==> src/rtl/router_pkg.sv <==
// Flit layout, slot indices and small field helpers shared by the router local port.
package router_pkg;

    localparam int FLIT_W    = 32;
    localparam int NUM_SLOTS = 4;
    localparam int VALID_BIT = 31;
    localparam int AGE_MSB   = 30;
    localparam int AGE_LSB   = 23;
    localparam int DEST_MSB  = 11;
    localparam int DEST_LSB  = 8;
    localparam int ROUTE_MSB = 6;
    localparam int ROUTE_LSB = 4;

    localparam int SLOT_N = 0;
    localparam int SLOT_E = 1;
    localparam int SLOT_S = 2;
    localparam int SLOT_W = 3;

    localparam logic [7:0] AGE_MAX = 8'd255;

    typedef logic [FLIT_W-1:0] flit_t;

    localparam flit_t FLIT_NULL = {FLIT_W{1'b0}};

    function automatic logic flit_valid(input flit_t f);
        return f[VALID_BIT];
    endfunction

    function automatic logic [7:0] flit_age(input flit_t f);
        return f[AGE_MSB:AGE_LSB];
    endfunction

    function automatic logic [3:0] flit_dest(input flit_t f);
        return f[DEST_MSB:DEST_LSB];
    endfunction

    // Age a surviving flit by one, saturating; invalid flits are returned untouched.
    function automatic flit_t flit_aged(input flit_t f);
        flit_t r;
        r = f;
        if (f[VALID_BIT] && (f[AGE_MSB:AGE_LSB] != AGE_MAX)) begin
            r[AGE_MSB:AGE_LSB] = f[AGE_MSB:AGE_LSB] + 8'd1;
        end else begin
            r[AGE_MSB:AGE_LSB] = f[AGE_MSB:AGE_LSB];
        end
        return r;
    endfunction

    function automatic flit_t flit_injected(input flit_t f);
        flit_t r;
        r = f;
        r[VALID_BIT]       = 1'b1;
        r[AGE_MSB:AGE_LSB] = 8'd0;
        return r;
    endfunction

endpackage

==> src/rtl/flit_fifo.sv <==
// Synchronous flit FIFO with registered count; head reads as all-zero while empty.
module flit_fifo
    import router_pkg::*;
#(
    parameter int DEPTH = 2
) (
    input  logic  clk,
    input  logic  rst_n,
    input  logic  push_i,
    input  flit_t push_data_i,
    input  logic  pop_i,
    output flit_t head_o,
    output logic  full_o,
    output logic  empty_o
);

    localparam int PW = $clog2(DEPTH);

    flit_t         mem_q [DEPTH];
    logic [PW-1:0] wr_ptr_q;
    logic [PW-1:0] rd_ptr_q;
    logic [PW:0]   count_q;
    logic          do_push_s;
    logic          do_pop_s;

    assign full_o    = (count_q == (PW+1)'(DEPTH));
    assign empty_o   = (count_q == (PW+1)'(0));
    assign do_push_s = push_i && !full_o;
    assign do_pop_s  = pop_i && !empty_o;
    assign head_o    = empty_o ? FLIT_NULL : mem_q[rd_ptr_q];

    // Pointer and occupancy update; pointers wrap naturally at DEPTH.
    always_ff @(posedge clk) begin
        if (!rst_n) begin
            wr_ptr_q <= {PW{1'b0}};
            rd_ptr_q <= {PW{1'b0}};
            count_q  <= {(PW+1){1'b0}};
        end else begin
            wr_ptr_q <= do_push_s ? wr_ptr_q + PW'(1) : wr_ptr_q;
            rd_ptr_q <= do_pop_s ? rd_ptr_q + PW'(1) : rd_ptr_q;
            case ({do_push_s, do_pop_s})
                2'b10:   count_q <= count_q + (PW+1)'(1);
                2'b01:   count_q <= count_q - (PW+1)'(1);
                default: count_q <= count_q;
            endcase
        end
    end

    // Storage write.
    always_ff @(posedge clk) begin
        if (do_push_s) begin
            mem_q[wr_ptr_q] <= push_data_i;
        end
    end

endmodule

==> src/rtl/router_local_port.sv <==
// Local endpoint of the deflection router: ejects one local flit, injects one core
// flit into a free slot, ages the survivors and registers the four slots.
module router_local_port
    import router_pkg::*;
#(
    parameter logic [3:0] NODE_ID   = 4'd0,
    parameter int         INJ_DEPTH = 4,
    parameter int         EJ_DEPTH  = 2
) (
    input  logic        clk,
    input  logic        rst_n,
    input  logic [31:0] in_n,
    input  logic [31:0] in_e,
    input  logic [31:0] in_s,
    input  logic [31:0] in_w,
    output logic [31:0] out_n,
    output logic [31:0] out_e,
    output logic [31:0] out_s,
    output logic [31:0] out_w,
    input  logic        inj_valid,
    input  logic [31:0] inj_flit,
    output logic        inj_ready,
    output logic        ej_valid,
    output logic [31:0] ej_flit,
    input  logic        ej_ready,
    output logic [15:0] starve_cnt
);

    flit_t                slot_in_s [NUM_SLOTS];
    flit_t                post_ej_s [NUM_SLOTS];
    flit_t                out_d     [NUM_SLOTS];
    flit_t                out_q     [NUM_SLOTS];
    logic [NUM_SLOTS-1:0] ej_take_s;
    logic [NUM_SLOTS-1:0] inj_take_s;
    logic                 cand_found_s;
    logic [1:0]           ej_idx_s;
    logic [7:0]           best_age_s;
    logic                 eject_s;
    logic                 free_found_s;
    logic [1:0]           inj_idx_s;
    logic                 inject_s;
    logic [15:0]          starve_d;
    logic [15:0]          starve_q;
    flit_t                inj_head_s;
    flit_t                ej_head_s;
    logic                 inj_full_s;
    logic                 inj_empty_s;
    logic                 ej_full_s;
    logic                 ej_empty_s;

    // Eject arbitration: oldest local flit wins, strict '>' keeps ties on the lowest slot.
    always_comb begin
        slot_in_s[SLOT_N] = in_n;
        slot_in_s[SLOT_E] = in_e;
        slot_in_s[SLOT_S] = in_s;
        slot_in_s[SLOT_W] = in_w;
        ej_take_s    = {NUM_SLOTS{1'b0}};
        cand_found_s = 1'b0;
        ej_idx_s     = 2'd0;
        best_age_s   = 8'd0;
        for (int i = 0; i < NUM_SLOTS; i++) begin
            ej_take_s[i] = flit_valid(slot_in_s[i]) && (flit_dest(slot_in_s[i]) == NODE_ID) &&
                           (!cand_found_s || (flit_age(slot_in_s[i]) > best_age_s));
            cand_found_s = cand_found_s | ej_take_s[i];
            ej_idx_s     = ej_take_s[i] ? 2'(i) : ej_idx_s;
            best_age_s   = ej_take_s[i] ? flit_age(slot_in_s[i]) : best_age_s;
        end
    end

    // Clear the ejected slot, place the injection head in the lowest hole, age the rest.
    always_comb begin
        eject_s      = cand_found_s && !ej_full_s;
        inj_take_s   = {NUM_SLOTS{1'b0}};
        free_found_s = 1'b0;
        inj_idx_s    = 2'd0;
        for (int i = 0; i < NUM_SLOTS; i++) begin
            post_ej_s[i]  = ((eject_s && (ej_idx_s == 2'(i))) || !flit_valid(slot_in_s[i])) ?
                            FLIT_NULL : slot_in_s[i];
            inj_take_s[i] = !flit_valid(post_ej_s[i]) && !free_found_s;
            free_found_s  = free_found_s | inj_take_s[i];
            inj_idx_s     = inj_take_s[i] ? 2'(i) : inj_idx_s;
        end
        inject_s = !inj_empty_s && free_found_s;
        for (int i = 0; i < NUM_SLOTS; i++) begin
            out_d[i] = (inject_s && (inj_idx_s == 2'(i))) ? flit_injected(inj_head_s) :
                       flit_aged(post_ej_s[i]);
        end
        starve_d = (inj_empty_s || inject_s) ? 16'd0 :
                   ((starve_q == 16'hFFFF) ? starve_q : starve_q + 16'd1);
    end

    // Slot output and starvation counter registers.
    always_ff @(posedge clk) begin
        if (!rst_n) begin
            for (int i = 0; i < NUM_SLOTS; i++) begin
                out_q[i] <= FLIT_NULL;
            end
            starve_q <= 16'd0;
        end else begin
            for (int i = 0; i < NUM_SLOTS; i++) begin
                out_q[i] <= out_d[i];
            end
            starve_q <= starve_d;
        end
    end

    flit_fifo #(.DEPTH(INJ_DEPTH)) u_inj_fifo (
        .clk         (clk),
        .rst_n       (rst_n),
        .push_i      (inj_valid && !inj_full_s),
        .push_data_i (inj_flit),
        .pop_i       (inject_s),
        .head_o      (inj_head_s),
        .full_o      (inj_full_s),
        .empty_o     (inj_empty_s)
    );

    flit_fifo #(.DEPTH(EJ_DEPTH)) u_ej_fifo (
        .clk         (clk),
        .rst_n       (rst_n),
        .push_i      (eject_s),
        .push_data_i (slot_in_s[ej_idx_s]),
        .pop_i       (!ej_empty_s && ej_ready),
        .head_o      (ej_head_s),
        .full_o      (ej_full_s),
        .empty_o     (ej_empty_s)
    );

    assign out_n      = out_q[SLOT_N];
    assign out_e      = out_q[SLOT_E];
    assign out_s      = out_q[SLOT_S];
    assign out_w      = out_q[SLOT_W];
    assign inj_ready  = !inj_full_s;
    assign ej_valid   = !ej_empty_s;
    assign ej_flit    = ej_head_s;
    assign starve_cnt = starve_q;

endmodule

==> config.mk <==
export PLATFORM = sky130hd
export DESIGN_NAME = router_local_port
export DESIGN_NICKNAME = d
export VERILOG_FILES = /design/src/rtl/router_pkg.sv /design/src/rtl/flit_fifo.sv /design/src/rtl/router_local_port.sv
export SDC_FILE = /design/constraint.sdc
export NUM_CORES = 1
export LEC_CHECK = 0
export BUFFER_PORTS_ARGS = -buffer_cell sky130_fd_sc_hd__buf_2
export CAP_MARGIN = 10
export CORE_UTILIZATION = 49
export DETAILED_ROUTE_END_ITERATION = 7
export PLACE_DENSITY = 0.77
export RECOVER_POWER = 100
export SYNTH_ARGS = -nofsm -noshare
export SYNTH_HDL_FRONTEND = slang
export SYNTH_SLANG_ARGS = --single-unit
==> constraint.sdc <==
create_clock -name clk -period 6.88 [get_ports clk]
set_clock_uncertainty 0.1 [all_clocks]
set_input_delay 0.688 -clock clk [delete_from_list [all_inputs] [get_ports clk]]
set_output_delay 0.688 -clock clk [all_outputs]
set_load 0.02 [all_outputs]
* After elaboration in Yosys (flattened, before gate mapping)
Memory sizes are Yosys's and may differ from the RTL's. A register that Yosys moved wholly into a read port is not among the register bits. Cells that the tools add are included.
Cells by class: multiplexer cells 42, reductions and logical operators 66, add/sub/neg operators 13, bitwise gates (word level) 12, equal/unequal tests 17, order comparisons 4
Operators with widths (number):
- 32-bit 2-to-1 mux | 15
- 32-bit binary-select mux with 2-bit select | 1
- 8-bit 2-to-1 mux | 7
- 8-bit by 1-bit adder with 8-bit output (second input constant) | 4
- 8-bit != test (second input constant) | 4
- 1-bit logical AND | 30
- 8-bit greater-than comparator | 3
- 23-bit 2-to-1 mux | 1
- 1-bit logical NOT | 17
- 16-bit by 1-bit adder with 16-bit output (second input constant) | 1
- 16-bit equality test (second input constant) | 1
- 4-bit logical NOT | 4
- 2-bit equality test (second input constant) | 7
- 2-bit 2-to-1 mux | 6
- 1-bit 2-to-1 mux | 10
- 1-bit OR | 10
- 2-bit by 1-bit equality test with 1-bit output (second input constant) | 4
- 1-bit logical OR | 8
- 2-bit by 1-bit adder with 2-bit output (second input constant) | 3
- 2-bit logical NOT | 3
- 3-bit one-hot mux with 2 select lines | 1
- 2-bit one-hot mux with 2 select lines | 1
- 2-bit nonzero test | 2
- 3-bit by 1-bit adder with 3-bit output (second input constant) | 1
- other kinds (9) | 10
Word-level totals: RAM bits 320, memories 3, input bits 164, register bits after elaboration 27
Memory list:
- out_q | depth 4, width 32, rd ports 4, clocked after Yosys merged registers in 0, wr ports 4, RTL line router_local_port.sv:32 | flit_t out_q [NUM_SLOTS];
- u_inj_fifo.mem_q | depth 4, width 32, rd ports 1, clocked after Yosys merged registers in 1, wr ports 1, RTL line flit_fifo.sv:19 | flit_t mem_q [DEPTH];
- u_ej_fifo.mem_q | depth 2, width 32, rd ports 1, clocked after Yosys merged registers in 1, wr ports 1, RTL line flit_fifo.sv:19

* Longest topological paths before layout
depth in word-level cells 32, gate-level depth with buffers 37, depth with buffers taken out 32

* By module
From an unflattened synthesis, not the netlist that was laid out.
Unflattened totals: cells, all modules 1188, area, all modules 14883.0 µm²
Modules (own cells, without submodules):
- router_local_port | times used 1, cells an instance 770, area an instance 6917.9 µm², sequential area each 2882.8 µm²
- flit_fifo (u_inj_fifo) | times used 1, cells an instance 256, area an instance 5330.1 µm², sequential area each 4023.9 µm²
- flit_fifo (u_ej_fifo) | times used 1, cells an instance 162, area an instance 2635.0 µm², sequential area each 2021.9 µm²

* Worst setup path before layout
No wires, ideal clock.
path type input to register, start input in_n[8], end memory out_q[0][60] (netlist name), slack -0.368 ns, stages 35, arrival 7.011 ns, cells stage by stage nor2_1 > and3_1 > buf_2 > nand2_1 > ha_1 > nand4_1 > or2_2 > o21ai_1 > nor2_2 > buf_2 > a22oi_1 > ha_1 > nor2b_1 > o211ai_1 > a21oi_1 > o21ai_1 > a21o_1 > buf_1 > mux2_2 > ha_1 > nor2b_1 > o211ai_1 > a211oi_2 > o21ai_2 > and2_1 > buf_4 > buf_6 > nand3_1 > and3_1 > ha_1 > and2_1 > nand4_1 > nor2b_1 > xnor2_1 > nor2_1
RTL lines:
- start, declared | RTL line router_local_port.sv:12 | input logic [31:0] in_n,
- end, declared | RTL line router_local_port.sv:32

* Worst setup path after layout
start input in_n[8], end memory u_ej_fifo.mem_q[1][6] (netlist name), data pin
Between the ends: word-level cells in the longest chain between the ends 19, elaborated cells on any way between the ends 26
Ends and longest elaborated chain:
- 4-bit logical NOT * | RTL line router_local_port.sv:62 | ej_take_s[i] = flit_valid(slot_in_s[i]) && (flit_dest(slot_in_s[i]) == NODE_ID) &&
- 1-bit logical AND * | RTL line router_local_port.sv:62
- 8-bit 2-to-1 mux | RTL line router_local_port.sv:66 | best_age_s = ej_take_s[i] ? flit_age(slot_in_s[i]) : best_age_s;
- 8-bit greater-than comparator | RTL line router_local_port.sv:63 | (!cand_found_s || (flit_age(slot_in_s[i]) > best_age_s));
- 1-bit logical OR | RTL line router_local_port.sv:63
- 1-bit logical AND | RTL line router_local_port.sv:62
- 8-bit 2-to-1 mux / 1-bit OR (equally long branches) | RTL line router_local_port.sv:66, router_local_port.sv:64
- 8-bit greater-than comparator / 1-bit logical NOT (equally long branches) | RTL line router_local_port.sv:63
- [3 not listed]
- 8-bit greater-than comparator / 1-bit logical NOT (equally long branches) | RTL line router_local_port.sv:63
- 1-bit logical OR | RTL line router_local_port.sv:63
- 1-bit logical AND | RTL line router_local_port.sv:62
- 2-bit 2-to-1 mux * | RTL line router_local_port.sv:65 | ej_idx_s = ej_take_s[i] ? 2'(i) : ej_idx_s;
- 2-bit inverter with 3-bit output (implied by the code) * | RTL line router_local_port.sv:122 | .push_data_i (slot_in_s[ej_idx_s]),
- 32-bit binary-select mux with 2-bit select * | RTL line router_local_port.sv:122
- 32-bit 2-to-1 mux (implied by the code) * (2 in series) | RTL line router_local_port.sv:122
- via u_ej_fifo.push_data_i[6] | RTL line flit_fifo.sv:10 | input flit_t push_data_i,
- end, declared | RTL line flit_fifo.sv:19
Mark *: on every way through the listed nets, which the timed path passes. The rest lies on a longest branch. The select of a mux whose other input is x is not followed.

==> reports/summary.txt <==
status: complete, but fails checks
failing checks: max-capacitance violations, max-slew violations
first-pass GRT wire length: 69.61 mm
asr flop ratio synth: 0
# rows: 62
Ports: 342
leakage power: 6.765 nW
PD cells: 295.3 nW/um2
Slew @ Worst Pin: 2.805 ns
worst setup path end: u_ej_fifo.mem_q[1][6]
total power: 5.255 mW
RSZ-0062 raised after global routing: no
Mapped Area: 14430 um2
TritonCTS clock tree: built
Antenna Nets Post-Route: 0
clock tree buffer depth: 3
first drt pass iteration count: 5
synth top area cells: edfxtp_1 (32%), dfxtp_1 (22%), nand2_1 (4.0%)
Vert. Die Dim: 173.6 um
critical path's slowest cell: clkbuf_1
Starting Density: 0.5000
Slew Limit Headroom: -0.8772
HP Class: primary input to register
Yosys top cell area share: 0.3246
Synth area leader: edfxtp_1
Die W: 173.6 um
multi-input logic area: 5998 um2
final setup vio count: 0
CTS buffer count: 34
sequential share of the synthesized area: 0.5438
DRT iter0 DRCs: 1184
total negative slack: 0 ns
post-route minimum period: 6.631 ns
Post-Syn Nets: 1532
Synth Instances: 1332
GRT overflow: 0
Vias: 12470
Post-DP HPWL: 33.37 mm
die area: 30140 um2
Worst Path Arrival: 6.93 ns
worst hold margin: 0.2886 ns
fin util: 0.6167
core area: 28860 um2
synthesized area per cell: 10.83 um2
H-Tree Depth: 2
top_reg_cell synth: dfxtp_1
synthesis-stage register bit count: 314
f_max: 0.1508 GHz
worst IR drop on VDD: 240.9 uV
largest net degree at the start of global routing: 53
crit share post-route: 0.9638
Final nets: 1916
R2R setup slack: 3.30 ns
DRC Markers: 0
fill count: 2481
Max-cap violations: 4
Post-synth EDFFs: 156
final wirelength: 46.52 mm
final hold vios: 0
worst-skew pair later-pin latency: 0.52 ns
top post-synthesis cells by count: dfxtp_1 (158), edfxtp_1 (156), nand2_1 (155)
P&R area growth vs syn: 23.33%
number of warnings issued by yosys: 0
Crit. End Element: register
Levels on crit path: 28
root buffer cell: clkbuf_16
Clock transition at path regs: 0.06 ns
Data required, critical path: 7.17 ns
r2r worst-path depth: 3
Crit Reg-Reg Startpoint: u_ej_fifo.count_q[0]
most common cell in the synthesized netlist: dfxtp_1
layout cell share with drive strength beyond 1: 0.1860
vias in the first global route: 12220
pins over their slew limit: 129
Yosys cell types: 65
FF+latch area: 7850 um2
Buf+Inv Stages, Crit Path: 5
r2r endpoint: u_ej_fifo.mem_q[0][25]
crit start category: primary input
mean routed wirelength per cell: 21.86 um
GPL Wtd Cong: 0.8945
Worst Path Max Fanout: 16
initial antenna violation count: 3
crit-path max cell delay: 0.72 ns
vias per cell: 5.861
largest delay contributor family on the critical path: compound AO/OA/AOI/OAI gates
Worst Setup SP: in_n[8]
hold-fix buffers at CTS: 0
GRT Total Usage: 0.3019
PortBufs: 332
WS Path Type: primary input to register
clock sink count: 314
[cells by family (layout without fill, tap and decap cells)]
kind of cell             after synthesis  in the layout  synth area share
flip-flops                           314            314            0.5438
buffers and inverters                160            569           0.04743
multiplexers                          88             88           0.08168
AO/OA/AOI/OAI                        284            285            0.1387
AND/OR/NAND/NOR                      422            422            0.1396
adder cells (fa/ha/maj)               36             36           0.03174
XOR/XNOR                              28             28           0.01700
other                                  0              2                 0
[cell usage in the layout (no fill, tap or decap), types with 12 or more instances in the layout]
master and instances:
dfxtp_1 156, nand2_1 156, buf_4 59, and3_1 21
nand4_1 14, xnor2_1 14, nor2_1 86, buf_2 129
a21oi_1 28, nor4_1 25, a211oi_1 48, o21a_1 24
edfxtp_1 156, o21ai_0 57, inv_1 74, xor2_1 14
a211o_1 22, clkbuf_16 35, mux2i_1 57, nor3_1 14
o211ai_1 12, nand3_1 49, mux4_2 23, ha_1 35
and2_1 14, clkbuf_1 235, o32ai_1 23, a21boi_0 28
[report_power, final]
| part | internal [mW] | leakage, nW | total, mW | switching, mW |
|---|---|---|---|---|
| combinational | 0.413 | 3.51 | 1.20 | 0.790 |
| sequential | 2.15 | 2.72 | 2.27 | 0.123 |
| clock | 1.03 | 0.529 | 1.78 | 0.755 |
[cell type report]
class,count,area share
multi-input cells,859,0.3370
inverters,74,0.01561
diodes,2,0.0002812
flip-flops and latches,314,0.4411
repair buffers,433,0.1176
well taps,384,0.02700
clock inverters,22,0.01055
clock buffers,40,0.05083
[state kept, by name, summed over array words and instances (netlist names), named ones only]
name                 count
u_ej_fifo.wr_ptr_q       1
starve_cnt              16
u_inj_fifo.wr_ptr_q      2
u_inj_fifo.rd_ptr_q      2
u_ej_fifo.rd_ptr_q       1
out_q                  128
u_inj_fifo.count_q       3
u_ej_fifo.mem_q         64
u_ej_fifo.count_q        2
u_inj_fifo.mem_q        92
[through the flow]
step	cells	setup slack, ns	area (um2)
6_report	2128	0.2488	17800
5_1_grt	2128	0.003839	17800
4_1_cts	2124	0.04051	18140
3_5_place_dp	2062	-0.4560	17050
3_3_place_gp	2062	-0.2732	17050
2_1_floorplan	1332	0.0005409	14480
[routing by layer]
layer,global-route usage,wire length (um),part of all wire
met5,0,0,0
met3,0.06842,4460,0.096
met4,0.1294,1848,0.040
met1,0.3949,18950,0.41
met2,0.4826,21250,0.46
[repair_timing]
item / 4_1_cts / 5_1_grt
resized for setup: 0 / 9
setup endpoints to repair: 0 / 80
buffers inserted: 0 / 1
[worst min path at each step]
stage,start,endpoint,slack [ns],cells past startpoint
CTS,inj_flit[5],u_inj_fifo.mem_q[0][5],0.26,1
detailed placement,u_inj_fifo.count_q[2],u_inj_fifo.count_q[2],0.41,2
global route,in_e[12],out_q[0][44],0.28,2
global placement,u_inj_fifo.wr_ptr_q[1],u_inj_fifo.wr_ptr_q[1],0.39,2
finish,in_e[2],out_q[0][34],0.29,2
floorplan,u_ej_fifo.count_q[1],u_ej_fifo.count_q[1],0.37,2
Note: power is estimated with default switching activity, not from simulation.
